[config.mk]
export PLATFORM = sky130hd
export DESIGN_NAME = luma_flux_scheduler
export DESIGN_NICKNAME = d
export VERILOG_FILES = /design/src/rtl/luma_sched_pkg.sv /design/src/rtl/luma_flux_scheduler_rr_pick.sv /design/src/rtl/luma_flux_scheduler.sv
export SDC_FILE = /design/constraint.sdc
export NUM_CORES = 1
export LEC_CHECK = 0
export ABC_AREA = 1
export CAP_MARGIN = 25
export CORE_AREA = 4 4 41 43
export DETAILED_ROUTE_END_ITERATION = 6
export DIE_AREA = 0 0 45 47
export GPL_ROUTABILITY_DRIVEN = 0
export PLACE_DENSITY_LB_ADDON = 0.08
export SLEW_MARGIN = 10
export SYNTH_ARGS = -nofsm -noshare
export SYNTH_HDL_FRONTEND = slang
export SYNTH_SLANG_ARGS = --single-unit
[constraint.sdc]
create_clock -name clk -period 2.5 [get_ports clk]
set_input_delay 0.25 -clock clk [delete_from_list [all_inputs] [get_ports clk]]
set_output_delay 0.25 -clock clk [all_outputs]
set_load 0.02 [all_outputs]
[src/rtl/luma_sched_pkg.sv]
// Shared types and helpers for the round-robin luma flux scheduler.
package luma_sched_pkg;

    typedef enum logic {
        IDLE = 1'b0,
        HOLD = 1'b1
    } sched_state_t;

    // Binary index of the highest set bit; used to cross-check grant against tag.
    function automatic int onehot_to_idx(input logic [31:0] v);
        int r;
        r = 0;
        for (int i = 0; i < 32; i++) begin
            if (v[i]) begin
                r = i;
            end
        end
        return r;
    endfunction

endpackage

[src/rtl/luma_flux_scheduler_rr_pick.sv]
// Rotating priority encoder: first set req bit after 'last', wrapping, 'last' lowest.
module rr_pick
    import luma_sched_pkg::*;
#(
    parameter int FLUX      = 2,
    parameter int TAG_WIDTH = (FLUX > 1) ? $clog2(FLUX) : 1
) (
    input  logic [FLUX-1:0]      req,
    input  logic [TAG_WIDTH-1:0] last,
    output logic                 found,
    output logic [TAG_WIDTH-1:0] idx
);

    logic [TAG_WIDTH-1:0] cand;

    always_comb begin
        found = 1'b0;
        idx   = '0;
        cand  = last;
        for (int k = 0; k < FLUX; k++) begin
            cand = (cand == TAG_WIDTH'(FLUX - 1)) ? '0 : cand + TAG_WIDTH'(1);
            if (!found && req[cand]) begin
                found = 1'b1;
                idx   = cand;
            end
        end
    end

endmodule

[src/rtl/luma_flux_scheduler.sv]
// Round-robin burst scheduler selecting which tagged flux the interpolation actor serves.
module luma_flux_scheduler
    import luma_sched_pkg::*;
#(
    parameter int FLUX      = 2,
    parameter int BURST     = 4,
    parameter int TAG_WIDTH = (FLUX > 1) ? $clog2(FLUX) : 1
) (
    input  logic                 clk,
    input  logic                 reset,
    input  logic [FLUX-1:0]      req,
    input  logic                 fire,
    output logic [FLUX-1:0]      grant,
    output logic                 grant_valid,
    output logic [TAG_WIDTH-1:0] tag,
    output logic                 err
);

    localparam int CW = $clog2(BURST + 1);

    sched_state_t         state_q, state_d;
    logic [TAG_WIDTH-1:0] g_q, g_d;
    logic [CW-1:0]        cnt_q, cnt_d;
    logic [TAG_WIDTH-1:0] last_q, last_d;
    logic                 err_q, err_d;
    logic [FLUX-1:0]      grant_q, grant_d;
    logic                 grant_valid_q, grant_valid_d;
    logic [TAG_WIDTH-1:0] tag_q, tag_d;

    logic                 pick_found;
    logic [TAG_WIDTH-1:0] pick_idx;
    logic [TAG_WIDTH-1:0] pick_last;
    logic                 req_g;
    logic                 release_now;

    // In HOLD the only pick that matters is the re-pick on release, where the
    // updated 'last' equals the currently granted flux.
    assign pick_last = (state_q == HOLD) ? g_q : last_q;

    rr_pick #(
        .FLUX      (FLUX),
        .TAG_WIDTH (TAG_WIDTH)
    ) u_rr_pick (
        .req   (req),
        .last  (pick_last),
        .found (pick_found),
        .idx   (pick_idx)
    );

    assign req_g       = req[g_q];
    assign release_now = (fire && req_g && cnt_q == CW'(1)) || !req_g;

    always_comb begin
        state_d       = state_q;
        g_d           = g_q;
        cnt_d         = cnt_q;
        last_d        = last_q;
        err_d         = err_q;
        grant_d       = '0;
        grant_valid_d = 1'b0;
        tag_d         = '0;

        case (state_q)
            IDLE: begin
                if (fire) begin
                    err_d = 1'b1;
                end
                if (pick_found) begin
                    state_d = HOLD;
                    g_d     = pick_idx;
                    cnt_d   = CW'(BURST);
                end
            end
            HOLD: begin
                if (fire && !req_g) begin
                    err_d = 1'b1;
                end
                if (fire && req_g) begin
                    cnt_d = cnt_q - CW'(1);
                end
                if (release_now) begin
                    last_d = g_q;
                    if (pick_found) begin
                        g_d   = pick_idx;
                        cnt_d = CW'(BURST);
                    end else begin
                        state_d = IDLE;
                        cnt_d   = '0;
                    end
                end
            end
            default: state_d = IDLE;
        endcase

        if (state_d == HOLD) begin
            grant_valid_d = 1'b1;
            grant_d[g_d]  = 1'b1;
            tag_d         = g_d;
        end
    end

    always_ff @(posedge clk) begin
        if (reset) begin
            state_q       <= IDLE;
            g_q           <= '0;
            cnt_q         <= '0;
            last_q        <= TAG_WIDTH'(FLUX - 1);
            err_q         <= 1'b0;
            grant_q       <= '0;
            grant_valid_q <= 1'b0;
            tag_q         <= '0;
        end else begin
            state_q       <= state_d;
            g_q           <= g_d;
            cnt_q         <= cnt_d;
            last_q        <= last_d;
            err_q         <= err_d;
            grant_q       <= grant_d;
            grant_valid_q <= grant_valid_d;
            tag_q         <= tag_d;
        end
    end

    assign grant       = grant_q;
    assign grant_valid = grant_valid_q;
    assign tag         = tag_q;
    assign err         = err_q;

    always @(posedge clk) begin
        if (!reset) begin
            assert ($onehot0(grant_q));
            assert (!grant_valid_q || (grant_q == (FLUX'(1) << tag_q)));
            assert (!grant_valid_q || (onehot_to_idx(32'(grant_q)) == int'(tag_q)));
            assert (cnt_q <= CW'(BURST));
        end
    end

endmodule

Word-level counts from Yosys, hierarchy flattened
Cells that the tools add are included.

operators by class
  reduce and logical (&&, ||, !) cells = 12
  eq/ne operators = 5
  order comparisons = 5
  $add $sub $neg = 3
  bitwise operators = 2
  muxes and demuxes = 30

operator list
  kind                                                                   number
  1-bit 2-to-1 mux                                                       21
  3-bit 2-to-1 mux                                                       4
  1-bit by 2-bit < comparator with 1-bit output (second input constant)  4
  1-bit one-hot mux with 2 select lines                                  3
  3-bit one-hot mux with 2 select lines                                  1
  2-bit AND reduction                                                    3
  1-bit logical AND                                                      5
  2-bit != test (second input constant)                                  2
  3-bit by 1-bit == test with 1-bit output (second input constant)       1
  3-bit by 1-bit != test with 1-bit output (second input constant)       1
  3-bit by 1-bit subtractor with 3-bit output (second input constant)    1
  1-bit adder (second input constant)                                    2
  1-bit logical NOT                                                      2
  2-bit by 1-bit != test with 1-bit output (second input constant)       1
  1-bit inverter                                                         2
  2-bit OR reduction                                                     1
  1-bit demux with 1-bit select                                          1
  1-bit >= comparator (second input constant)                            1
  1-bit logical OR                                                       1

storage, ports and cells
  logic and storage cells = 65
  register bits after elaboration = 11
  output and inout port bits = 5
  input port bits = 5

Depth between registers and ports, before layout
  depth in word-level cells = 16
  gate-level depth with buffers = 8
  gate-level depth less buffers = 8

By module
A second synthesis with hierarchy kept.

unflattened totals
  cells, all modules = 71
  area, all modules = 520.5 um^2

by module, submodules not included
  module               times used  area each (um^2)  cells each  sequential area each (um^2)
  luma_flux_scheduler  1           505.5             68          180.2
  rr_pick              1           15.0              3           0.0

Worst setup path before layout
Ideal clock, no wire load.

  kind = register to register
  start point = register state_q
  end point = register cnt_q[1]
  data required time = 2.387 ns
  data arrival time = 0.963 ns
  buffers on the path = 0
  stages on the path, launching flop included = 6
  setup slack = 1.423 ns
  setup time = 0.113 ns
  clock period less this slack = 1.077 ns
  path through = dfxtp_1 -> nand3_2 -> nand2_2 -> nand2_1 -> o21ai_1 -> nor2_1

between the ends
  cells in the longest elaborated chain, start to end = 11
  elaborated cells between the ends (all ways) = 18
  classes of those cells = add/sub: 2; eq/ne: 2; mux: 10; bitwise: 1; reduce/logical: 3

ends and longest elaborated chain
  item                                                                                line                                                                  source
  start: declaration                                                                  luma_flux_scheduler.sv:21                                             sched_state_t state_q, state_d;
  start signal: assignment                                                            luma_flux_scheduler.sv:113                                            state_q <= state_d;
  1-bit 2-to-1 mux                                                                    luma_flux_scheduler.sv:38                                             assign pick_last = (state_q == HOLD) ? g_q : last_q;
  1-bit adder                                                                         luma_flux_scheduler_rr_pick.sv:21                                     cand = (cand == TAG_WIDTH'(FLUX - 1)) ? '0 : cand + TAG_WIDTH'(1);
  1-bit 2-to-1 mux                                                                    luma_flux_scheduler_rr_pick.sv:21
  1-bit adder / 1-bit 2-to-1 mux (equally long branches)                              luma_flux_scheduler_rr_pick.sv:21, luma_flux_scheduler_rr_pick.sv:22
  1-bit 2-to-1 mux (on tied branches)                                                 luma_flux_scheduler_rr_pick.sv:21, luma_flux_scheduler_rr_pick.sv:22
  1-bit 2-to-1 mux (not written as such)                                              luma_flux_scheduler_rr_pick.sv:22                                     if (!found && req[cand]) begin
  1-bit 2-to-1 mux (not written as such) / 1-bit logical NOT (equally long branches)  luma_flux_scheduler_rr_pick.sv:22
  1-bit logical AND                                                                   luma_flux_scheduler_rr_pick.sv:22
  1-bit 2-to-1 mux                                                                    luma_flux_scheduler_rr_pick.sv:22
  2-bit != test (no source line)                                                      --
  2-bit AND reduction (no source line)                                                --
  end signal: assignment                                                              luma_flux_scheduler.sv:115                                            cnt_q <= cnt_d;
  end: declaration                                                                    luma_flux_scheduler.sv:23                                             logic [CW-1:0] cnt_q, cnt_d;

Several ways; a longest one is shown, not always the timed one. The select of a mux whose other input is x is not followed.
A chain may end at the register's enable or synchronous reset.

==> impl_metrics.tcl <==
set metrics [dict create \
    status "finished clean" \
    cp_top_family "buffers and inverters" \
    synth_top_family_by_area "simple AND/OR/NAND/NOR gates" \
    grt_pass1_vias 392 \
    area_growth_pct 27.6 \
    cp.required_ns 2.25 \
    slowest_stage "clkdlybuf4s50_1" \
    fillCellCount 156 \
    criticalPathCategory "reg -> out" \
    grt_pass1_wl_mm 1.60 \
    layout_setup_ws_ns 0.798 \
    die_h_um 47 \
    drv.max_cap_violation_count 0 \
    critPathLaunchType "flop" \
    vias_per_cell 4.51 \
    cts_tree "built" \
    dp_hpwl_um 718 \
    synthCells 63 \
    cts_resized 0 \
    irDropWorstVdd_mv 0.413 \
    critPathMaxStageDelay_ns 0.67 \
    syn_area_per_cell_um2 7.35 \
    final_area_um2 591 \
    min_path_type "reg -> reg" \
    slew_violations 0 \
    detailed_place.area_um2 564 \
    tns_ns 0 \
    ctsRootBufferMaster "clkbuf_4" \
    cts_inserted_buffers 3 \
    ys_warn_count 0 \
    insertion_delay_ns 0.26 \
    p_sw_share_pct 29.7 \
    synth_fa_ha_area_share_pct 5.41 \
    cts_sinks 9 \
    worst_pin_slew_ns 0.348 \
    cp_num_cells 1 \
    final_util_pct 45.4 \
    yosysTopAreaCellShare_pct 38.9 \
    worst-path-max-fanout 8 \
    drc 0 \
    power.leakage_nw 0.274 \
    dieArea_um2 2120 \
    max_slew_margin_pct 76.8 \
    period_share_pct 68.1 \
    setup_viol 0 \
    synth_seq_area_share_pct 38.9 \
    synth-xor-area-share_pct 1.89 \
    io_buffer_count 9 \
    grt_max_degree 9 \
    diodes 0 \
    synth_area_leaders "dfxtp_1, nand2_1, inv_1" \
    ys_types 17 \
    synthSimpleGateAreaFrac_pct 35.1 \
    holdWs_ns 0.470 \
    hold_depth 2 \
    antenna_found_initial 0 \
    gr-total-overflow 0 \
    cts_buffer_depth 2 \
    p_per_area_nw_per_um2 616 \
    clkPwrFrac_pct 30.8 \
    arrival_ns 1.45 \
    clock_skew_ns 0.00657 \
    seq_power_share_pct 45.7 \
    rr_worst_depth 8 \
    syn-num-nets 70 \
    die_x_um 45 \
    synth_compound_area_share_pct 8.92 \
    vias 406 \
    num_io_pins 10 \
    switching_power_mw 0.108 \
    cellInternalPower_mw 0.256 \
    nets 83 \
    wl_per_cell_um 9.99 \
    yosys-mux-area-fraction_pct 0 \
    grt_use_total_pct 10.6 \
    placementRows 13 \
    dp_slack_ns 1.03 \
    cp_cell_sequence "clkdlybuf4s50_1" \
    drt_iter0_markers 7 \
    end_kind "output port" \
    first_pass_iters 2 \
    hold_violations 0 \
    start_util_pct 35.6 \
    antenna_left 0 \
    routed_wl_um 899 \
    rrSetupSlack_ns 1.33 \
    drive_gt1_share_pct 16.0 \
    ys_ff_latch 9 \
    clk_pin_slew_ns 0.06 \
    htreeDepth 1 \
    cts_setup_buffers 0 \
    min_period_ns 1.70 \
    power_frac_comb_pct 23.5 \
    cts_hold_buf 0 \
    max_freq_mhz 587 \
    core_area_um2 1300 \
    crit_buf_inv 1 \
    syn-cell-area_um2 463 \
    yosysTopAreaCell "dfxtp_1" \
    rsz0062_at_grt "false" \
]
-- state kept, by name, summed over array words and instances, names as in the netlist --
| name | cells |
|---|---|
| state_q | 1 |
| g_q | 1 |
| cnt_q | 3 |
| grant | 2 |
| last_q | 1 |
| err | 1 |
-- cells in the mapped netlist --
cell type / n
inv_2: 1
nand2_1: 14
nand3_2: 3
ha_1: 2
o211ai_1: 1
buf_4: 1
nand2_2: 3
nor2_1: 9
dfxtp_1: 9
inv_1: 9
nand4_1: 1
a21oi_1: 3
o21ai_1: 2
nand2_4: 1
xnor2_1: 1
a21oi_2: 1
nand3_1: 2
-- final timing paths --
kind | startpoint | to
max | state_q | grant_valid
min reg2reg | err | err
max reg2reg | cnt_q[1] | g_q
min | err | err
-- metal layers --
| layer | wire length [um] | up-vias | track usage, % | share of wire (%) |
|---|---|---|---|---|
| met5 | 0 | - | 0 | 0 |
| met4 | 0 | 0 | 1.75 | 0 |
| met3 | 61 | 0 | 5.75 | 6.8 |
| met2 | 419 | 7 | 16.4 | 47 |
| met1 | 418 | 181 | 13.1 | 46 |
| li1 | - | 218 | - | - |
-- area by class of cell --
type | count | area, um2 | area share [%]
timing repair buffer | 9 | 90.1 | 15.3
multi-input combinational | 43 | 238 | 40.3
tap | 15 | 18.8 | 3.18
clock buffer | 4 | 26.3 | 4.45
sequential | 9 | 180 | 30.5
inverter | 10 | 37.5 | 6.36
-- per-stage QoR --
step,power [mW],cells
CTS,0.372,90
global route,0.390,90
finish,0.364,90
detailed placement,0.256,86
global placement,0.256,86
floorplan,0.226,63
-- cells by family (layout without fill, tap and decap cells) --
logic type                 count (synthesis)  after routing
and+or+nand+nor                           33             33
xor gates and xnor gates                   1              1
DFF                                        9              9
buffers and inverters                     11             23
adders and majority gates                  2              2
AOI/OAI and AO/OA                          7              7
-- worst min-delay path: stages, from the launching register on --
cell and delay [ns]:
dfxtp_1 0.32, a21oi_1 0.04, nor2_1 0.07
-- layout by cell type, fill, tap and decap left out --
| master | count |
|---|---|
| a21oi_1 | 3 |
| a21oi_2 | 1 |
| clkbuf_1 | 1 |
| clkbuf_4 | 3 |
| clkdlybuf4s50_1 | 9 |
| dfxtp_1 | 9 |
| ha_1 | 2 |
| inv_1 | 9 |
| inv_2 | 1 |
| nand2_1 | 14 |
| nand2_2 | 3 |
| nand2_4 | 1 |
| nand3_1 | 2 |
| nand3_2 | 3 |
| nand4_1 | 1 |
| nor2_1 | 9 |
| o211ai_1 | 1 |
| o21ai_1 | 2 |
| xnor2_1 | 1 |
-- power by group through the flow --
stage | registers [mW] | clock network, mW | logic (mW)
4_1_cts | 0.166 | 0.119 | 0.0870
6_report | 0.166 | 0.112 | 0.0854
5_1_grt | 0.168 | 0.126 | 0.0955
3_3_place_gp | 0.169 | 0 | 0.0866
3_5_place_dp | 0.170 | 0 | 0.0863
2_1_floorplan | 0.174 | 0 | 0.0511
Note: power is estimated with default switching activity, not from simulation.
